[src/rtl/branch_pkg.sv]
// rtl/branch_pkg.sv - opcode/funct constants and counter helper for the branch unit
package branch_pkg;

  localparam logic [5:0] OP_SPECIAL = 6'b000000;
  localparam logic [5:0] OP_REGIMM  = 6'b000001;
  localparam logic [5:0] OP_J       = 6'b000010;
  localparam logic [5:0] OP_JAL     = 6'b000011;
  localparam logic [5:0] OP_BEQ     = 6'b000100;
  localparam logic [5:0] OP_BNE     = 6'b000101;
  localparam logic [5:0] OP_BLEZ    = 6'b000110;
  localparam logic [5:0] OP_BGTZ    = 6'b000111;

  localparam logic [5:0] FN_JR      = 6'b001000;
  localparam logic [5:0] FN_JALR    = 6'b001001;

  localparam logic [1:0] CTR_WEAK_NT = 2'b01;

  // Saturating 2-bit counter step: taken moves toward 11, not-taken toward 00.
  function automatic logic [1:0] ctr_next(input logic [1:0] ctr, input logic taken);
    logic [1:0] nxt;
    nxt = ctr;
    if (taken && ctr != 2'b11) nxt = ctr + 2'd1;
    if (!taken && ctr != 2'b00) nxt = ctr - 2'd1;
    return nxt;
  endfunction

endpackage

[src/rtl/branch_resolve.sv]
// rtl/branch_resolve.sv - combinational branch/jump outcome and conditional-branch flag
module branch_resolve
  import branch_pkg::*;
#(
  parameter int DATA_W = 32
) (
  input  logic [5:0]        opcode,
  input  logic [5:0]        funct,
  input  logic [4:0]        rt,
  input  logic [DATA_W-1:0] src_a,
  input  logic [DATA_W-1:0] src_b,
  output logic              take_branch,
  output logic              is_cond
);

  logic a_neg;
  logic a_zero;
  logic unused_rt;

  assign a_neg     = src_a[DATA_W-1];
  assign a_zero    = ~|src_a;
  // Only rt[0] distinguishes the REGIMM compare; the link variants resolve identically.
  assign unused_rt = ^rt[4:1];

  // Decode the opcode and evaluate the matching compare against zero or src_b.
  always_comb begin
    take_branch = 1'b0;
    is_cond     = 1'b0;
    case (opcode)
      OP_BEQ: begin
        is_cond     = 1'b1;
        take_branch = (src_a == src_b);
      end
      OP_BNE: begin
        is_cond     = 1'b1;
        take_branch = (src_a != src_b);
      end
      OP_BLEZ: begin
        is_cond     = 1'b1;
        take_branch = a_neg | a_zero;
      end
      OP_BGTZ: begin
        is_cond     = 1'b1;
        take_branch = ~a_neg & ~a_zero;
      end
      OP_REGIMM: begin
        is_cond     = 1'b1;
        take_branch = rt[0] ? ~a_neg : a_neg;
      end
      OP_J, OP_JAL: begin
        take_branch = 1'b1;
      end
      OP_SPECIAL: begin
        take_branch = (funct == FN_JR) || (funct == FN_JALR);
      end
      default: begin
        take_branch = 1'b0;
      end
    endcase
  end

endmodule

[src/rtl/branch_predict_unit.sv]
// rtl/branch_predict_unit.sv - execute-stage resolution plus 2-bit counter predictor (BRANCH_GSHARE_EN selects gshare indexing)
module branch_predict_unit
  import branch_pkg::*;
#(
  parameter int DATA_W  = 32,
  parameter int ENTRIES = 64,
  parameter int HIST_W  = 6
) (
  input  logic              clk,
  input  logic              rst,
  input  logic              if_valid,
  input  logic              if_stall,
  input  logic [31:0]       if_pc,
  output logic              pred_valid,
  output logic              pred_taken,
  input  logic              ex_valid,
  input  logic [31:0]       ex_pc,
  input  logic [5:0]        ex_opcode,
  input  logic [5:0]        ex_funct,
  input  logic [4:0]        ex_rt,
  input  logic [DATA_W-1:0] ex_src_a,
  input  logic [DATA_W-1:0] ex_src_b,
  input  logic              ex_pred_taken,
  output logic              take_branch,
  output logic              is_cond,
  output logic              mispredict,
  output logic [31:0]       stat_branches,
  output logic [31:0]       stat_mispredicts
);

  localparam int IDX_W = $clog2(ENTRIES);

  logic [1:0]       ctr_tbl [ENTRIES];
  logic             res_take;
  logic             res_cond;
  logic [IDX_W-1:0] lookup_idx;
  logic [IDX_W-1:0] update_idx;
  logic             unused_pc;

  branch_resolve #(.DATA_W(DATA_W)) u_resolve (
    .opcode      (ex_opcode),
    .funct       (ex_funct),
    .rt          (ex_rt),
    .src_a       (ex_src_a),
    .src_b       (ex_src_b),
    .take_branch (res_take),
    .is_cond     (res_cond)
  );

  assign take_branch = ex_valid & res_take;
  assign is_cond     = ex_valid & res_cond;
  assign mispredict  = is_cond & (take_branch != ex_pred_taken);

  // PC bits outside the word-aligned index field deliberately alias.
  assign unused_pc = ^{if_pc[31:IDX_W+2], if_pc[1:0], ex_pc[31:IDX_W+2], ex_pc[1:0]};

`ifdef BRANCH_GSHARE_EN
  logic [HIST_W-1:0] ghr;
  logic [IDX_W-1:0]  ghr_ext;

  assign ghr_ext    = IDX_W'(ghr);
  assign lookup_idx = if_pc[IDX_W+1:2] ^ ghr_ext;
  assign update_idx = ex_pc[IDX_W+1:2] ^ ghr_ext;

  // Non-speculative history: shift in each resolved conditional outcome.
  always_ff @(posedge clk) begin
    if (rst) begin
      ghr <= '0;
    end else if (is_cond) begin
      ghr <= HIST_W'({ghr, take_branch});
    end
  end
`else
  assign lookup_idx = if_pc[IDX_W+1:2];
  assign update_idx = ex_pc[IDX_W+1:2];
`endif

  // Counter table: reset to weakly not-taken, trained by every resolved conditional branch.
  always_ff @(posedge clk) begin
    if (rst) begin
      for (int i = 0; i < ENTRIES; i++) begin
        ctr_tbl[i] <= CTR_WEAK_NT;
      end
    end else if (is_cond) begin
      ctr_tbl[update_idx] <= ctr_next(ctr_tbl[update_idx], take_branch);
    end
  end

  // Prediction register: reads the pre-update counter, holds while fetch is stalled.
  always_ff @(posedge clk) begin
    if (rst) begin
      pred_valid <= 1'b0;
      pred_taken <= 1'b0;
    end else if (!if_stall) begin
      pred_valid <= if_valid;
      pred_taken <= if_valid & ctr_tbl[lookup_idx][1];
    end
  end

  // Saturating statistics for the CP0/MMIO counters.
  always_ff @(posedge clk) begin
    if (rst) begin
      stat_branches    <= '0;
      stat_mispredicts <= '0;
    end else begin
      if (is_cond && stat_branches != '1) begin
        stat_branches <= stat_branches + 32'd1;
      end
      if (mispredict && stat_mispredicts != '1) begin
        stat_mispredicts <= stat_mispredicts + 32'd1;
      end
    end
  end

endmodule

[config.mk]
export PLATFORM = sky130hd
export DESIGN_NAME = branch_predict_unit
export DESIGN_NICKNAME = d
export VERILOG_FILES = /design/src/rtl/branch_pkg.sv /design/src/rtl/branch_resolve.sv /design/src/rtl/branch_predict_unit.sv
export SDC_FILE = /design/constraint.sdc
export NUM_CORES = 1
export LEC_CHECK = 0
export ABC_AREA = 1
export BUFFER_PORTS_ARGS = -buffer_cell sky130_fd_sc_hd__buf_2
export CORE_MARGIN = 2
export CORE_UTILIZATION = 51
export CTS_CLUSTER_DIAMETER = 40
export DETAILED_ROUTE_END_ITERATION = 8
export GPL_ROUTABILITY_DRIVEN = 0
export PLACE_DENSITY_LB_ADDON = 0.15
export SLEW_MARGIN = 0
export SYNTH_ARGS = -nofsm -noshare
export SYNTH_HDL_FRONTEND = slang
export SYNTH_SLANG_ARGS = --single-unit
[constraint.sdc]
create_clock -name clk -period 2.1 [get_ports clk]
set_input_delay 0.105 -clock clk [delete_from_list [all_inputs] [get_ports clk]]
set_output_delay 0.105 -clock clk [all_outputs]
set_load 0.02 [all_outputs]
After elaboration in Yosys (flattened, before gate mapping)
Memory sizes are Yosys's and may differ from the RTL's.
Cells that the tools add are included.
{"block": "word_totals", "regBits": 66, "ram_bits": 128, "input_bits": 151, "out_inout_bits": 69, "wordCells": 59, "mem_count": 1}
{"block": "classes", "n_addsub": 4, "n_eq_ne": 15, "mux": 15, "bitwise": 7, "reduce_logical": 13}
{"memory": "ctr_tbl", "depth": 64, "width": 2, "rd": 2, "rd_clocked_by_memory_dff": 0, "wr": 64, "line_no": "branch_predict_unit.sv:33", "text": "logic [1:0] ctr_tbl [ENTRIES];"}
{"op": "$add A32 B1 Y32 const B", "count": 2}
{"op": "$ne A32 B32 Y1 const B", "count": 2}
{"op": "$eq A32 B32 Y1", "count": 1}
{"op": "$ne A32 B32 Y1", "count": 1}
{"op": "$reduce_or A32 Y1", "count": 1}
{"op": "$eq A6 B3 Y1 const B", "count": 4}
{"op": "$eq A6 B2 Y1 const B", "count": 2}
{"op": "$eq A6 B4 Y1 const B", "count": 2}
{"op": "$mux W2", "count": 5}
{"op": "$mux W1", "count": 8}
{"op": "$pmux W1 S7", "count": 1}
{"op": "$eq A6 B1 Y1 const B", "count": 1}
{"op": "$logic_not A6 Y1", "count": 1}
{"op": "$mux W6", "count": 1}
{"op": "$and A1 B1 Y1", "count": 5}
{"op": "$reduce_or A5 Y1", "count": 1}
{"op": "$logic_and A1 B1 Y1", "count": 4}
{"op": "$reduce_or A2 Y1", "count": 2}
{"op": "$add A2 B1 Y2 const B", "count": 1}
{"op": "$logic_not A1 Y1", "count": 2}
{"op": "$ne A2 B2 Y1 const B", "count": 1}
{"op": "$reduce_bool A2 Y1", "count": 1}
{"op": "$sub A2 B1 Y2 const B", "count": 1}
{"op": "$logic_or A1 B1 Y1", "count": 1}
{"op": "3 further kinds", "count": 3}

Logic depth before layout (Yosys ltp)
{"block": "logic_depth", "word_depth": 11, "ltp_mapped": 20, "ltp_nobuf": 18}

Cells and area by module
From an unflattened synthesis, not the netlist that was laid out.
{"block": "hier_totals", "cells_unflattened": 1790, "area_unflattened_um2": 12794.8}
{"mod": "branch_predict_unit", "n_inst": 1, "cells_per_inst": 1647, "area_each_um2": 12049.1, "seq_area_each_um2": 5165.0}
{"mod": "branch_resolve", "n_inst": 1, "cells_per_inst": 143, "area_each_um2": 745.7, "seq_area_each_um2": 0.0}

Worst setup path before layout
OpenSTA, ideal clock, no wires.
{"block": "synth_timing", "path_kind": "in2reg", "from": "input ex_pc[3]", "to": "memory ctr_tbl[10][1], data pin", "setup_time_ns": 0.270, "arrival_ns": 2.005, "t_required_ns": 1.830, "path_slack_ns": -0.175, "stages": 17, "n_path_buf": 2, "path_cell_list": "inv_2 -> nand3_1 -> inv_2 -> buf_2 -> nand2_1 -> o211ai_1 -> o21ai_0 -> nand2_1 -> nor2_1 -> nand2_1 -> inv_2 -> ha_1 -> nand4_1 -> nand2_1 -> inv_2 -> clkbuf_1 -> a21oi_1"}
{"item": "start: declaration", "line_no": "branch_predict_unit.sv:17", "text": "input logic [31:0] ex_pc,"}
{"item": "end: declaration", "line_no": "branch_predict_unit.sv:33"}

==> reports/qor.json <==
{
  "status": {"value": "complete, but fails checks"},
  "failed_checks": {"value": "negative setup slack"},
  "max_cap_viol_count": {"value": 0},
  "post_synth_and_or_nand_nor_area_fraction": {"value": 33.35, "unit": "%"},
  "synth_seq_area_share": {"value": 42.68, "unit": "%"},
  "layout-area-overhead-vs-synth": {"value": 30.35, "unit": "%"},
  "final_net_count": {"value": 2172},
  "slew_violations": {"value": 0},
  "wirelength": {"value": 40030, "unit": "µm"},
  "worst_ir_drop_vdd": {"value": 0.5436, "unit": "mV"},
  "synth_xor_area_share": {"value": 1.737, "unit": "%"},
  "fp-row-count": {"value": 56},
  "worst-endpoint-arrival": {"value": 2740, "unit": "ps"},
  "power.static_leakage": {"value": 6.626, "unit": "nW"},
  "proportion_of_layout_cells_with_a_drive_suffix_above_1": {"value": 23.74, "unit": "%"},
  "skew": {"value": 22.40, "unit": "ps"},
  "power.share.sequential": {"value": 44.5, "unit": "%"},
  "timing.final.crit_period": {"value": 2449, "unit": "ps"},
  "vias_per_cell": {"value": 5.500},
  "m1WireLength": {"value": 15520, "unit": "µm"},
  "pre_cts_ws": {"value": -597.6, "unit": "ps"},
  "cp_data_required_time": {"value": 2390, "unit": "ps"},
  "power.internal": {"value": 0.006503, "unit": "W"},
  "crit_path_max_fanout": {"value": 7},
  "vias": {"value": 12930},
  "clkLatencyLatePin": {"value": 450, "unit": "ps"},
  "critPathMaxStageDelay": {"value": 460, "unit": "ps"},
  "timing.critical_path.cells": {"value": "a22oi_2 > nor3b_2 > nand2_1 > nand2_1 > nand2_1 > nor2_1 > nand2_2 > inv_2 > ha_4 > nand3b_1 > nand2_2 > inv_8 > clkbuf_16 > a21oi_2"},
  "ys.warnings.count": {"value": 0},
  "synth_top_family_by_area": {"value": "simple AND/OR/NAND/NOR gates"},
  "cts-buffers-inserted": {"value": 17},
  "synth.distinct_cells": {"value": 42},
  "cts_max_level": {"value": 4},
  "layout_worst_path_cycle_share": {"value": 116.6, "unit": "%"},
  "endpoint_class_of_the_critical_path": {"value": "flop"},
  "drtAntennaViolNets": {"value": 0},
  "critical-path-slowest-cell": {"value": "edfxtp_1"},
  "first_global_vias": {"value": 11980},
  "syn_inst": {"value": 1730},
  "antenna_found_initial": {"value": 1},
  "synth.avg_cell_area": {"value": 6.995, "unit": "µm²"},
  "die_width": {"value": 158.0, "unit": "µm"},
  "floorplan.io_pins": {"value": 220},
  "grt_overflow": {"value": 0},
  "p_switching": {"value": 0.002872, "unit": "W"},
  "setup_viol": {"value": 128},
  "synth.cell_area": {"value": 12100, "unit": "µm²"},
  "clk_pin_slew_worst_paths": {"value": 70, "unit": "ps"},
  "holdCritPathClass": {"value": "input port to flop"},
  "routed_wire_length_per_instance": {"value": 17.04, "unit": "µm"},
  "starting_utilization_of_the_core_area": {"value": 51.71, "unit": "%"},
  "highest-signal-layer": {"value": "met4"},
  "synthAdderAreaFrac": {"value": 0.4136, "unit": "%"},
  "muxShareOfSynthArea": {"value": 0, "unit": "%"},
  "clock_tree_from_tritoncts": {"value": "done"},
  "grt_pass1_wl": {"value": 60470, "unit": "µm"},
  "cts.path.max_buffers": {"value": 2},
  "netSwitchingFraction": {"value": 30.63, "unit": "%"},
  "cp-start-kind": {"value": "flop"},
  "cts.root.buffer_cell": {"value": "clkbuf_16"},
  "die_area": {"value": 24980, "unit": "µm²"},
  "critPathMostFrequentCell": {"value": "nand2_1"},
  "achievable-frequency": {"value": 408.3, "unit": "MHz"},
  "rsz0062_at_grt": {"value": "true"},
  "comb_power_share": {"value": 21.7, "unit": "%"},
  "p_per_area": {"value": 594.3, "unit": "nW/µm²"},
  "grt_start_max_net_pins": {"value": 35},
  "synth_nets": {"value": 1885},
  "port_buffers": {"value": 162},
  "power.share.clock": {"value": 33.8, "unit": "%"},
  "final.fill_count": {"value": 2014},
  "coreArea": {"value": 23400, "unit": "µm²"},
  "timing.setup.tns": {"value": -38470, "unit": "ps"},
  "die_h": {"value": 158.0, "unit": "µm"},
  "drt_iter0_markers": {"value": 1245},
  "timing_hold_violations_final": {"value": 0},
  "cts_sinks": {"value": 194},
  "relSlewSlack": {"value": 58.99, "unit": "%"},
  "drt_pass1_iterations": {"value": 9},
  "timing_worst_setup_path_type": {"value": "flop to flop"},
  "tightestPinTransition": {"value": 614.5, "unit": "ps"},
  "length_of_routed_met3_wiring": {"value": 4122, "unit": "µm"},
  "detailedPlacementHpwl": {"value": 26870, "unit": "µm"},
  "synth_compound_gate_area_share": {"value": 9.708, "unit": "%"},
  "wl_met2": {"value": 18830, "unit": "µm"},
  "final_critical_path_setup_slack": {"value": -349.2, "unit": "ps"},
  "all_layer_gr_usage": {"value": 31.12, "unit": "%"},
  "remaining_drc_errors": {"value": 0},
  "synth-seq-cells": {"value": 194}
}
## metrics by stage
step	instances	cell area [µm²]	utilization, %	hold WS (ps)	total power [W]
global placement	2285	14360	61.37	367.9	0.005707
finish	2350	15770	67.40	14.75	0.009375
floorplan	1730	12160	-	245.7	0.005099
global route	2349	15770	67.39	56.93	0.009671
CTS	2332	15210	64.99	0.2495	0.009047
detailed placement	2285	14360	61.37	382.5	0.005724
## per-layer routing
| layer | vias to the layer above | global-route usage (%) |
|---|---|---|
| met5 | - | 0 |
| met4 | 0 | 12.61 |
| met3 | 127 | 6.625 |
| met2 | 672 | 51.86 |
| met1 | 5910 | 39.44 |
| li1 | 6216 | - |
## repair_timing
item | CTS | global route
hold buffers | 2 | 0
setup endpoints to repair | 130 | 160
setup buffers | 11 | 14
endpoints found under the hold margin | 5 | 0
resized for setup | 34 | 104
gates cloned | 3 | 7
pin swaps | 4 | 16
## worst paths after layout
path                                      from        endpoint  slack, ps  depth (start not counted)
worst max-delay path            ctr_tbl[31][1]  ctr_tbl[45][1]       -350                         14
worst min-delay path                  if_valid      pred_taken         10                          5
worst max register to register  ctr_tbl[31][1]  ctr_tbl[45][1]       -350                         14
worst min register to register      pred_taken      pred_taken        480                          2
## cells in the mapped netlist (all sizes together)
master / number / area share, %
o211ai: 2 / 0.12
nand3: 154 / 6.6
clkbuf: 29 / 0.90
a21oi: 98 / 4.1
ha: 4 / 0.41
nor3: 39 / 1.7
nand2: 411 / 13
nor3b: 4 / 0.25
xnor2: 16 / 1.2
nor2: 242 / 7.5
o221ai: 10 / 0.72
xor2: 8 / 0.58
nand4: 69 / 3.6
o22ai: 2 / 0.10
edfxtp: 128 / 32
o21bai: 2 / 0.12
and2: 3 / 0.16
a22oi: 16 / 0.99
o2111ai: 2 / 0.14
and3: 2 / 0.10
clkinv: 5 / 0.16
a21boi: 4 / 0.25
dfxtp: 66 / 11
o21ai: 70 / 2.9
buf: 43 / 2.2
nand3b: 6 / 0.37
a31oi: 1 / 0.052
nor4: 6 / 0.31
a22o: 3 / 0.22
inv: 285 / 8.8
## power groups by stage
stage               registers [W]  logic (W)  clock network [W]
floorplan                 0.00424   0.000857                  0
detailed placement        0.00426    0.00147                  0
global placement          0.00426    0.00145                  0
CTS                       0.00417    0.00169            0.00319
global route              0.00418    0.00213            0.00336
finish                    0.00417    0.00204            0.00316
## sequential cells by signal (all words and copies together), names as in the netlist
name	cells
ctr_tbl	128
stat_branches	32
stat_mispredicts	32
pred_taken	1
pred_valid	1
## placed cells by master (no fill, tap or decap), types with 4 or more instances in the layout
cell | Yosys | routed
nand3b_1 | 6 | 6
nor2_2 | 0 | 8
edfxtp_1 | 128 | 128
a21oi_1 | 97 | 57
inv_6 | 0 | 4
o221ai_1 | 10 | 10
dfxtp_1 | 66 | 65
clkinv_1 | 5 | 6
buf_12 | 0 | 29
o21ai_1 | 2 | 5
nor2_1 | 242 | 232
buf_6 | 6 | 5
xor2_1 | 8 | 8
buf_4 | 9 | 136
nand2_2 | 1 | 7
nand2_1 | 409 | 402
nand3_1 | 151 | 136
buf_2 | 22 | 161
nor3_1 | 38 | 33
nor3_2 | 0 | 4
inv_1 | 273 | 269
nand4_1 | 69 | 69
a21oi_2 | 1 | 38
inv_2 | 12 | 12
clkbuf_16 | 0 | 23
clkinvlp_4 | 0 | 4
nand3_2 | 2 | 15
a21boi_2 | 0 | 4
o21ai_0 | 68 | 64
nor4_1 | 6 | 6
a22oi_1 | 16 | 14
xnor2_1 | 16 | 15
inv_8 | 0 | 4
## critical path, delay by kind of cell, from the launching register on
family	cells	cell delay, ps
buffers and inverters	3	350
AOI/OAI and AO/OA	2	360
adders and majority gates	1	200
DFF	1	460
and+or+nand+nor	8	900
## logic make-up after synthesis
kind of cell,after synthesis
AO/OA/AOI/OAI,210
XOR/XNOR,24
adder cells (fa/ha/maj),4
buffers and inverters,362
flip-flops,194
AND/OR/NAND/NOR,936
## final cells by class
class	instances	area, µm²	area share, %
clock buffers	17	425.4	2.697
diodes	1	2.502	0.01586
inverters	290	1102	6.988
multi-input cells	1174	5904	37.43
flip-flops and latches	194	5166	32.75
well taps	319	399.1	2.530
repair buffers	340	2649	16.79
clock inverters	15	125.1	0.7932
No activity file was read; power rests on OpenSTA's default activity.
